[src/rtl/demux_1xn_stream.sv]
// ============================================================================
// Module   : demux_1xn_stream
// Purpose  : 1-to-N valid/ready stream demultiplexer, addressed or scan mode,
//            one-entry register per output channel.
//            Optional macro DEMUX_OOR_ERR_EN adds err pulse and err_cnt.
// Revision : 1.0 - initial release
// ============================================================================
`default_nettype none

module demux_1xn_stream #(
  parameter  int DW = 8,
  parameter  int N  = 8,
  localparam int SW = $clog2(N)
) (
  input  logic              clk,
  input  logic              rst,
  input  logic              mode,
  input  logic              a_valid,
  input  logic [DW-1:0]     a,
  input  logic [SW-1:0]     s,
  output logic              a_ready,
  output logic [N*DW-1:0]   y,
  output logic [N-1:0]      y_valid,
  input  logic [N-1:0]      y_ready,
  output logic [SW-1:0]     ptr,
`ifdef DEMUX_OOR_ERR_EN
  output logic [7:0]        err_cnt,
`endif
  output logic              err
);

  localparam logic [SW:0]   C_N    = (SW+1)'(N);
  localparam logic [SW-1:0] C_LAST = SW'(N - 1);

  logic [SW-1:0] w_tgt;
  logic          w_in_range;
  logic          w_sel_free;
  logic          w_accept;
  logic [N-1:0]  w_free;
  logic [N-1:0]  w_fill;
  logic [SW-1:0] ptr_q;
  logic [SW-1:0] ptr_d;

  always_comb begin
    w_tgt      = mode ? ptr_q : s;
    w_in_range = ({1'b0, w_tgt} < C_N);
    w_free     = ~y_valid | y_ready;
    w_sel_free = 1'b0;
    for (int k = 0; k < N; k++) begin
      if (w_tgt == SW'(k)) w_sel_free = w_free[k];
    end
    // Out-of-range targets are always accepted so the beat can be discarded.
    a_ready  = w_in_range ? w_sel_free : 1'b1;
    w_accept = a_valid & a_ready;
    w_fill   = '0;
    for (int k = 0; k < N; k++) begin
      w_fill[k] = w_accept & w_in_range & (w_tgt == SW'(k));
    end
    ptr_d = ptr_q;
    if (w_accept && mode) begin
      ptr_d = (ptr_q == C_LAST) ? '0 : ptr_q + SW'(1);
    end
  end

  for (genvar k = 0; k < N; k++) begin : g_ch
    logic [DW-1:0] data_q;
    logic          valid_q;

    always_ff @(posedge clk or posedge rst) begin
      if (rst) begin
        data_q  <= '0;
        valid_q <= 1'b0;
      end else if (w_fill[k]) begin
        data_q  <= a;
        valid_q <= 1'b1;
      end else if (y_ready[k]) begin
        valid_q <= 1'b0;
      end
    end

    assign y[k*DW +: DW] = data_q;
    assign y_valid[k]    = valid_q;
  end

  always_ff @(posedge clk or posedge rst) begin
    if (rst) begin
      ptr_q <= '0;
    end else begin
      ptr_q <= ptr_d;
    end
  end

  assign ptr = ptr_q;

`ifdef DEMUX_OOR_ERR_EN
  logic       err_q;
  logic [7:0] err_cnt_q;

  always_ff @(posedge clk or posedge rst) begin
    if (rst) begin
      err_q     <= 1'b0;
      err_cnt_q <= '0;
    end else begin
      err_q <= w_accept & ~w_in_range;
      if (w_accept && !w_in_range && err_cnt_q != 8'hFF) begin
        err_cnt_q <= err_cnt_q + 8'd1;
      end
    end
  end

  assign err     = err_q;
  assign err_cnt = err_cnt_q;
`else
  assign err = 1'b0;
`endif

endmodule

`default_nettype wire
[config.mk]
export PLATFORM = sky130hd
export DESIGN_NAME = demux_1xn_stream
export DESIGN_NICKNAME = d
export VERILOG_FILES = /design/src/rtl/demux_1xn_stream.sv
export SDC_FILE = /design/constraint.sdc
export NUM_CORES = 1
export LEC_CHECK = 0
export CAP_MARGIN = 25
export CORE_MARGIN = 3
export CORE_UTILIZATION = 25
export DETAILED_ROUTE_END_ITERATION = 8
export HOLD_SLACK_MARGIN = 0.06
export PLACE_DENSITY = 0.52
export SLEW_MARGIN = 40
export SYNTH_ARGS = -nofsm -noshare
export SYNTH_HDL_FRONTEND = slang
export SYNTH_SLANG_ARGS = --single-unit
export TNS_END_PERCENT = 30
[constraint.sdc]
create_clock -name clk -period 6.5 [get_ports clk]
set_input_delay 1.3 -clock clk [delete_from_list [all_inputs] [get_ports clk]]
set_output_delay 1.3 -clock clk [all_outputs]
set_load 0.05 [all_outputs]
==> results of run 1 <==
cell type report:
| class | count | area (um^2) |
|---|---|---|
| flip-flops and latches | 75 | 1877 |
| well taps | 172 | 215.2 |
| multi-input cells | 122 | 1285 |
| clock inverters | 4 | 48.80 |
| inverters | 4 | 16.27 |
| fillers | 1261 | 7990 |
| clock buffers | 12 | 246.5 |
| repair buffers | 99 | 992.2 |
cells in the final DEF (no fill, tap or decap), types with 2 or more instances in the layout:
master           count
nand2b_1             8
clkbuf_16            9
nand4_1              2
clkdlybuf4s50_1     98
a221oi_2             2
nand3_1              2
nand4_4              3
nor2_1               5
dfrtp_1             75
inv_1                2
clkbuf_1             2
ha_1                 2
mux2_4              17
nand2_4              3
o21ai_2              3
mux2_2              51
clkinv_2             3
nand2_1             12
per-stage QoR:
step / util (%) / cell area, um^2 / setup WS [ns] / hold WS [ns] / std cells
2_1_floorplan: - / 3259 / 2.105 / 0.4669 / 212
3_3_place_gp: 34.58 / 4382 / 1.233 / 0.4883 / 472
3_5_place_dp: 34.61 / 4385 / 1.112 / 0.4905 / 472
4_1_cts: 36.94 / 4681 / 1.113 / 0.5063 / 488
5_1_grt: 36.94 / 4681 / 1.009 / 0.5110 / 488
6_report: 36.94 / 4681 / 1.084 / 0.5011 / 488
metal layers:
metal / up-vias / wire length (um) / track usage [%]
met3: 12 / 495 / 3.976
met2: 65 / 3875 / 18.23
met4: 0 / 203 / 6.228
met5: - / 0 / 0
li1: 941 / - / -
met1: 1081 / 3863 / 16.05
cell usage after synthesis, types with 2 or more instances:
master	number	area, um^2
buf_4	9	67.56
nand2_4	3	33.78
mux2_2	51	574.3
ha_1	2	25.02
a221oi_2	2	30.03
mux2_4	17	255.2
inv_1	3	11.26
nand4_1	2	12.51
nand2b_1	8	50.05
nand4_4	3	63.81
nand3_1	2	10.01
nand2_1	12	45.04
dfrtp_1	75	1877
o21ai_2	3	26.28
nor2_1	5	18.77
worst max-delay path: cells and delay by family:
family | cells | cell delay (ns)
buffers and inverters | 2 | 1.53
AO/OA/AOI/OAI | 2 | 0.60
multiplexers | 1 | 0.52
AND/OR/NAND/NOR | 1 | 0.15
flip-flops by register name, summed over array words and instances (netlist names):
| register | count |
|---|---|
| g_ch.data_q | 64 |
| g_ch.valid_q | 8 |
| ptr | 3 |
worst paths after layout:
| check | from | end | slack, ns | cells past startpoint |
|---|---|---|---|---|
| setup / recovery | mode | a_ready | 1.08 | 6 |
| hold / removal | g_ch[2].data_q[7] | g_ch[2].data_q[7] | 0.50 | 1 |
| setup reg to reg | ptr[0] | g_ch[2].data_q[5] | 4.12 | 3 |
| hold reg to reg | g_ch[2].data_q[7] | g_ch[2].data_q[7] | 0.50 | 1 |
| max in group asynchronous | rst | g_ch[4].data_q[0] | 4.56 | 3 |
| min in group asynchronous | rst | g_ch[7].valid_q | 1.48 | 3 |
cells by family (layout without fill, tap and decap cells):
family / count (synthesis) / after routing / synth area share, %
mux: 69 / 69 / 25.87
fa+ha+maj: 2 / 2 / 0.7676
flops: 75 / 75 / 57.58
other cells: 1 / 1 / 0.1151
buf+inv: 15 / 119 / 2.994
simple gates: 38 / 38 / 8.368
compound gates: 12 / 12 / 4.300
==> results.md, run 1 <==
- Status: finished, final reports clean
- Syn nets: roughly 240
- Synth-to-layout area growth: 43.61%
- Post-DP HPWL: about 5600 um
- Num ports: 100
- DRC errors left: 0
- Fmax: between 0.15 and 0.2 GHz
- Clock transition at the registers of the reported paths: 0.06 ns
- Slew of the pin with the lowest slew margin: around 0.9 ns
- Final slew viol count: 0
- Synth async-reset ratio: 100.0%
- Crit end category: output port
- Sum of negative setup slack: 0 ns
- Clock H-tree levels: 3
- Number of core rows: 41
- Register area share after synthesis: 57.58%
- Number of vias per cell: 4.301
- Total CTS buffers: 9
- Most frequent CP cell: clkdlybuf4s50_1
- ANT nets after route: 0
- Max Clock Skew: 0.006130 ns
- Root buf cell: clkbuf_16
- Yosys reg bits: 75
- Crit path launch type: primary input
- CORE AREA: between 0.01 and 0.015 mm^2
- Via count: 2099
- Die Span X: 120.2 um
- Worst-path fanout max: 9
- Cts hold-fix bufs: 0
- EDFF count, synth: 0
- Ant diodes: 0
- Die area: 0.01444 mm^2
- Largest net degree at the start of global routing: 76
- Final setup viols: 0
- Total track usage: 12.28%
- Setup Buffers After CTS: 0
- Total grt overflow: 0
- Starting density of the core: 25.72%
- Nets: around 340
- CTS max path bufs: 2
- Mapped Area: 0.003259 mm^2
- Number of global-route vias before repair: 2179
- Netlist cell types: 30
- Clock sink count: 75
- CP cell instances: clkdlybuf4s50_1 > mux2i_2 > nand2_1 > a221oi_2 > a2bb2oi_1 > clkdlybuf4s50_1
- Fin crit share: between 80 and 90%
- DRT Wirelength: 8437 um
- Worst min path class: reg2reg
- Maxcap violations: 0
- Die Y: ~120 um
- Post-route minimum period: 5.416 ns
- Slowest CP cell: clkdlybuf4s50_1
- PostCTS Resize Cnt: 0
- Kind of critical path: in2out
- Initial antenna violation count: 0
- Cells after Synth: 212
- RSZ-0062 raised after global routing: no
- Routability cong.: 0.7812
- Skew-Pair Late Insertion Delay: approximately 0.34 ns
- Port bufs: between 90 and 100
- CTS tree: yes
- Initial drt markers: 105
- Routed wire per std cell: 17.29 um
- CP max stage delay: 0.83 ns
- Syn Area/Cell: approximately 15 um^2
- Hold Vio Cnt, Final: 0
- First-pass GRT wire length: 13140 um
- Synth Warn #: 0
- DRT Pass-1 Iters: 4
- Req. time, crit path: 5.20 ns
- Post-synth top flop: dfrtp_1
- WP data arrival: 4.12 ns
- Layout cells sized above 1: 32.59%
- Max_slew headroom: 39.42%
Power of run 1 is left out: the tool's default activity adds up to more than one toggle a clock period on the data nets, which glitch-free logic cannot reach.
==> run 2, diff against run 1 <==
==> constraint.sdc (replaced) <==
create_clock -name clk -period 5.6 [get_ports clk]
set_input_delay 1.12 -clock clk [delete_from_list [all_inputs] [get_ports clk]]
set_output_delay 1.12 -clock clk [all_outputs]
set_load 0.05 [all_outputs]
==> run 2 against run 1 <==
Utilization down 0.29 points. Sequential share of layout area up 0.31 points. Register-to-register slack worse by 0.77 ns. Critical endpoint unchanged. Setup slack worse by 0.46 ns. Final area down 0.78%. Global-route usage about the same. Via count down 1.9%.
==> results.md, run 2 (synthesis results as in run 1) <==
- Status: finished, final reports clean
- Total grt overflow: 0
- Maxcap violations: 0
- DRC errors left: 0
- Max_slew headroom: a little under half
- Crit path launch type: primary input
- CP delay by family, top: buffers and inverters
- Worst R2R Path Depth: 3
- Routed wire per std cell: 17.23 um
- Number of core rows: 41
- Sum of negative setup slack: 0 ns
- Synth-to-layout area growth: 42.50%
- Most frequent cells in the layout: clkdlybuf4s50_1 (98), dfrtp_1 (75), mux2_2 (51), mux2_4 (17), nand2_1 (12)
- Post-DP HPWL: between 5000 and 6000 um
- Starting density of the core: between 20% and 30%
- WP data arrival: 3.86 ns
- Crit end category: output port
- Max FFs per register: 64
- Die Span X: 120.2 um
- Met1 Use GR: between 10% and 20%
- Routing usage on met3: around 3.9%
- Total track usage: between 10% and 20%
- Via count: 2060
- Req. time, crit path: 4.48 ns
- Largest net degree at the start of global routing: 45
- Initial antenna violation count: 0
- CP cell instances: clkdlybuf4s50_1 > mux2i_2 > nand2_1 > a221oi_2 > a2bb2oi_1 > clkdlybuf4s50_1
- Setup Buffers After CTS: 0
- Slowest CP cell: clkdlybuf4s50_1
- Number of fill cells: 1263
- GR Util met2: 18.19%
- Reg2Reg Setup Slack: 3.35 ns
- Final setup viols: 0
- Clock sink count: 75
- Worst hold endpoint: g_ch[4].data_q[7]
- Cts hold-fix bufs: 0
- Worst min path class: reg2reg
- Multi-input gate area: 0.001285 mm^2
- PostCTS Resize Cnt: 0
- Number of global-route vias before repair: 2186
- Most common cell after layout, fill and taps aside: clkdlybuf4s50_1
- Fmax: 0.2009 GHz
- Worst-path fanout max: 9
- Min-delay src: g_ch[4].data_q[7]
- Total CTS buffers: 9
- Most flop-heavy register: g_ch.data_q
- Num ports: 100
- CTS tree: yes
- Nets: 336
- DRT Wirelength: 8390 um
- WHS Path Cells: 1
- Routability cong.: 0.7813
- Fin crit share: 88.87%
- Worst reg2reg endpoint: g_ch[2].data_q[0]
- Initial drt markers: 56
- Die area: between 0.01 and 0.015 mm^2
- Number of vias per cell: 4.230
- Clock H-tree levels: 3
- RSZ-0062 raised after global routing: no
- Final slew viol count: 0
- Post-route minimum period: ~5 ns
- CTS max path bufs: 2
- First-pass GRT wire length: 13180 um
- Buf/Inv on CP: 2
- Root buf cell: clkbuf_16
- Port bufs: approximately 100
- CP max stage delay: just over 0.8 ns
- Die Y: around 120 um
- CORE AREA: 0.01267 mm^2
- Layout cells sized above 1: 32.06%
- Most frequent CP cell: clkdlybuf4s50_1
- Reg-to-reg startpoint: ptr[0]
- Storage cell area: 0.001877 mm^2
- Kind of critical path: in2out
- Slew of the pin with the lowest slew margin: 0.7906 ns
- Skew-Pair Late Insertion Delay: 0.33 ns
- Clock transition at the registers of the reported paths: ~0.06 ns
- Layer carrying the most global-route usage: met2
- DRT Pass-1 Iters: 4
- Ant diodes: 0
- ANT nets after route: 0
- Hold Vio Cnt, Final: 0
- Max Clock Skew: around 0.0044 ns
[run 2: cell count changes in the layout (fill, tap and decap cells not counted)]
cell and delta:
buf_4 +1, buf_6 -1, bufinv_16 -1, clkbuf_1 +1, clkinv_2 -1, clkinvlp_4 +1, inv_6 -1
[run 2: how the worst max path moves through the flow]
stage	start	endpoint	slack [ns]	cells after the start
floorplan	mode	a_ready	1.56	5
global placement	mode	a_ready	0.70	6
detailed placement	mode	a_ready	0.65	6
CTS	mode	a_ready	0.61	6
global route	mode	a_ready	0.53	6
finish	mode	a_ready	0.62	6
[run 2: metrics by stage]
| step | area [um^2] | hold slack [ns] | setup WS, ns | cells | util, % |
|---|---|---|---|---|---|
| 6_report | 4644 | 0.5012 | 0.6231 | 487 | 36.65 |
| 5_1_grt | 4644 | 0.5217 | 0.5334 | 487 | 36.65 |
| 4_1_cts | 4644 | 0.5064 | 0.6100 | 487 | 36.65 |
| 3_5_place_dp | 4382 | 0.4929 | 0.6520 | 472 | 34.58 |
| 3_3_place_gp | 4382 | 0.4888 | 0.7023 | 472 | 34.58 |
| 2_1_floorplan | 3259 | 0.4669 | 1.565 | 212 | - |
[run 2: layout make-up]
type | instances | share of cell area, %
clock inverters | 2 | 0.2694
inverters | 4 | 0.3502
repair buffers | 99 | 21.28
multi-input cells | 122 | 27.67
flip-flops and latches | 75 | 40.41
well taps | 172 | 4.634
clock buffers | 13 | 5.388
[run 2: routing by layer]
layer	wire (um)	vias to the layer above
met5	0	-
met4	178	0
met3	460	12
met2	3783	58
met1	3966	1044
li1	-	946
Power of run 2 is left out for the same reason.
==> run 3, diff against run 2 <==
==> constraint.sdc (replaced) <==
create_clock -name clk -period 4.9 [get_ports clk]
set_input_delay 0.98 -clock clk [delete_from_list [all_inputs] [get_ports clk]]
set_output_delay 0.98 -clock clk [all_outputs]
set_load 0.05 [all_outputs]
==> run 3 against run 2 <==
Flip-flop and latch count unchanged. Clock skew increased by 0.0022 ns. Sequential share of layout area fell by 0.62 points. Final area increased by 1.6%. Global-route usage is 0.12 points lower. Count of clock-buffer cells in the layout is 3 lower. Critical path depth is the same. First-iteration DRC count grew 50%. Utilization increased by 0.57 points. Die area stayed put. Setup slack improved by 0.21 ns. Wire length is essentially flat.
==> results.md, run 3 (synthesis results as in run 1) <==
- Status: finished, final reports clean
- Worst R2R Path Depth: 3
- Hold Vio Cnt, Final: 0
- CP cell instances: clkdlybuf4s50_1 > mux2i_2 > nand2_1 > a221oi_2 > a2bb2oi_1 > buf_4
- Number of core rows: 41
- ANT nets after route: 0
- Initial antenna violation count: 0
- Worst-path fanout max: 9
- CTS tree: yes
- Slew of the pin with the lowest slew margin: 0.8063 ns
- Via count: ~2100
- Cts hold-fix bufs: 0
- Worst hold endpoint: g_ch[2].data_q[7]
- Most common cell after layout, fill and taps aside: clkdlybuf4s50_1
- WP data arrival: 3.09 ns
- Starting density of the core: approximately a quarter
- Die area: 0.01444 mm^2
- Max Clock Skew: 0.006681 ns
- Fmax: 0.2459 GHz
- WHS Path Cells: 1
- Die Y: 120.2 um
- Total grt overflow: 0
- DRT Pass-1 Iters: 4
- Crit path launch type: primary input
- Most frequent cells in the layout: clkdlybuf4s50_1 (97), dfrtp_1 (75), mux2_2 (51), mux2_4 (17), nand2_1 (12)
- Routed wire per std cell: 17.25 um
- Die Span X: 120.2 um
- Post-route minimum period: 4.066 ns
- Root buf cell: clkbuf_16
- Most flop-heavy register: g_ch.data_q
- Skew-Pair Late Insertion Delay: 0.33 ns
- Req. time, crit path: 3.92 ns
- Total track usage: 12.20%
- Routability cong.: between 0.7 and 0.8
- Port bufs: 98
- First-pass GRT wire length: around 13000 um
- DRT Wirelength: 8382 um
- Nets: ~340
- Max FFs per register: 64
- Clock sink count: 75
- Worst reg2reg endpoint: g_ch[2].data_q[5]
- Reg2Reg Setup Slack: around 2.6 ns
- Min-delay src: g_ch[2].data_q[7]
- Post-DP HPWL: between 5000 and 6000 um
- PostCTS Resize Cnt: 0
- Clock transition at the registers of the reported paths: about 0.06 ns
- Number of global-route vias before repair: 2246
- Kind of critical path: in2out
- Layout cells sized above 1: 33.12%
- Maxcap violations: 0
- Clock H-tree levels: 3
- Initial drt markers: 84
- Synth-to-layout area growth: 44.72%
- Largest net degree at the start of global routing: 45
- Final setup viols: 0
- CP max stage delay: 0.69 ns
- Worst min path class: reg2reg
- Reg-to-reg startpoint: ptr[0]
- Sum of negative setup slack: 0 ns
- Number of vias per cell: 4.344
- Max_slew headroom: 46.09%
- CTS max path bufs: 2
- CORE AREA: 0.01267 mm^2
- Ant diodes: 0
- Total CTS buffers: 9
- Slowest CP cell: clkdlybuf4s50_1
- Fin crit share: between 80 and 90%
- Num ports: 100
- DRC errors left: 0
- Setup Buffers After CTS: 0
- Final slew viol count: 0
- RSZ-0062 raised after global routing: no
- Crit end category: output port
run 3: worst max path at each step:
stage / from / endpoint / slack (ns) / depth (start not counted)
final: mode / a_ready / 0.83 / 6
after CTS: mode / a_ready / 0.81 / 6
after floorplan: mode / a_ready / 1.14 / 5
after global routing: mode / a_ready / 0.70 / 6
after detailed placement: mode / a_ready / 0.82 / 6
after global placement: mode / a_ready / 0.87 / 6
run 3: critical path, delay by kind of cell:
family          cells  cell delay [ns]
mux                 1             0.50
simple gates        1             0.12
compound gates      2             0.57
buf+inv             2             0.91
run 3: area by class of cell:
type,count,area (um^2)
fill,1238,7954
sequential,75,1877
multi-input combinational,122,1285
timing repair buffer,99,985.9
clock buffer,10,239.0
tap,172,215.2
clock inverter,4,98.84
inverter,4,16.27
run 3: per-stage QoR:
stage | area, um^2 | std cells | worst slack [ns] | hold slack (ns) | utilization (%)
3_5_place_dp | 4379 | 472 | 0.8157 | 0.4925 | 34.56
5_1_grt | 4717 | 486 | 0.6997 | 0.5268 | 37.23
3_3_place_gp | 4379 | 472 | 0.8708 | 0.4883 | 34.56
4_1_cts | 4717 | 486 | 0.8138 | 0.5111 | 37.23
2_1_floorplan | 3259 | 212 | 1.145 | 0.4669 | -
6_report | 4717 | 486 | 0.8338 | 0.5090 | 37.23
run 3: layer usage:
layer / up-vias / track usage [%] / wire length [um]
li1: 949 / - / -
met1: 1084 / 15.76 / 3737
met2: 66 / 19.04 / 3975
met3: 12 / 3.414 / 502
met4: 0 / 5.583 / 167
met5: - / 0 / 0
Power of run 3 is left out for the same reason.
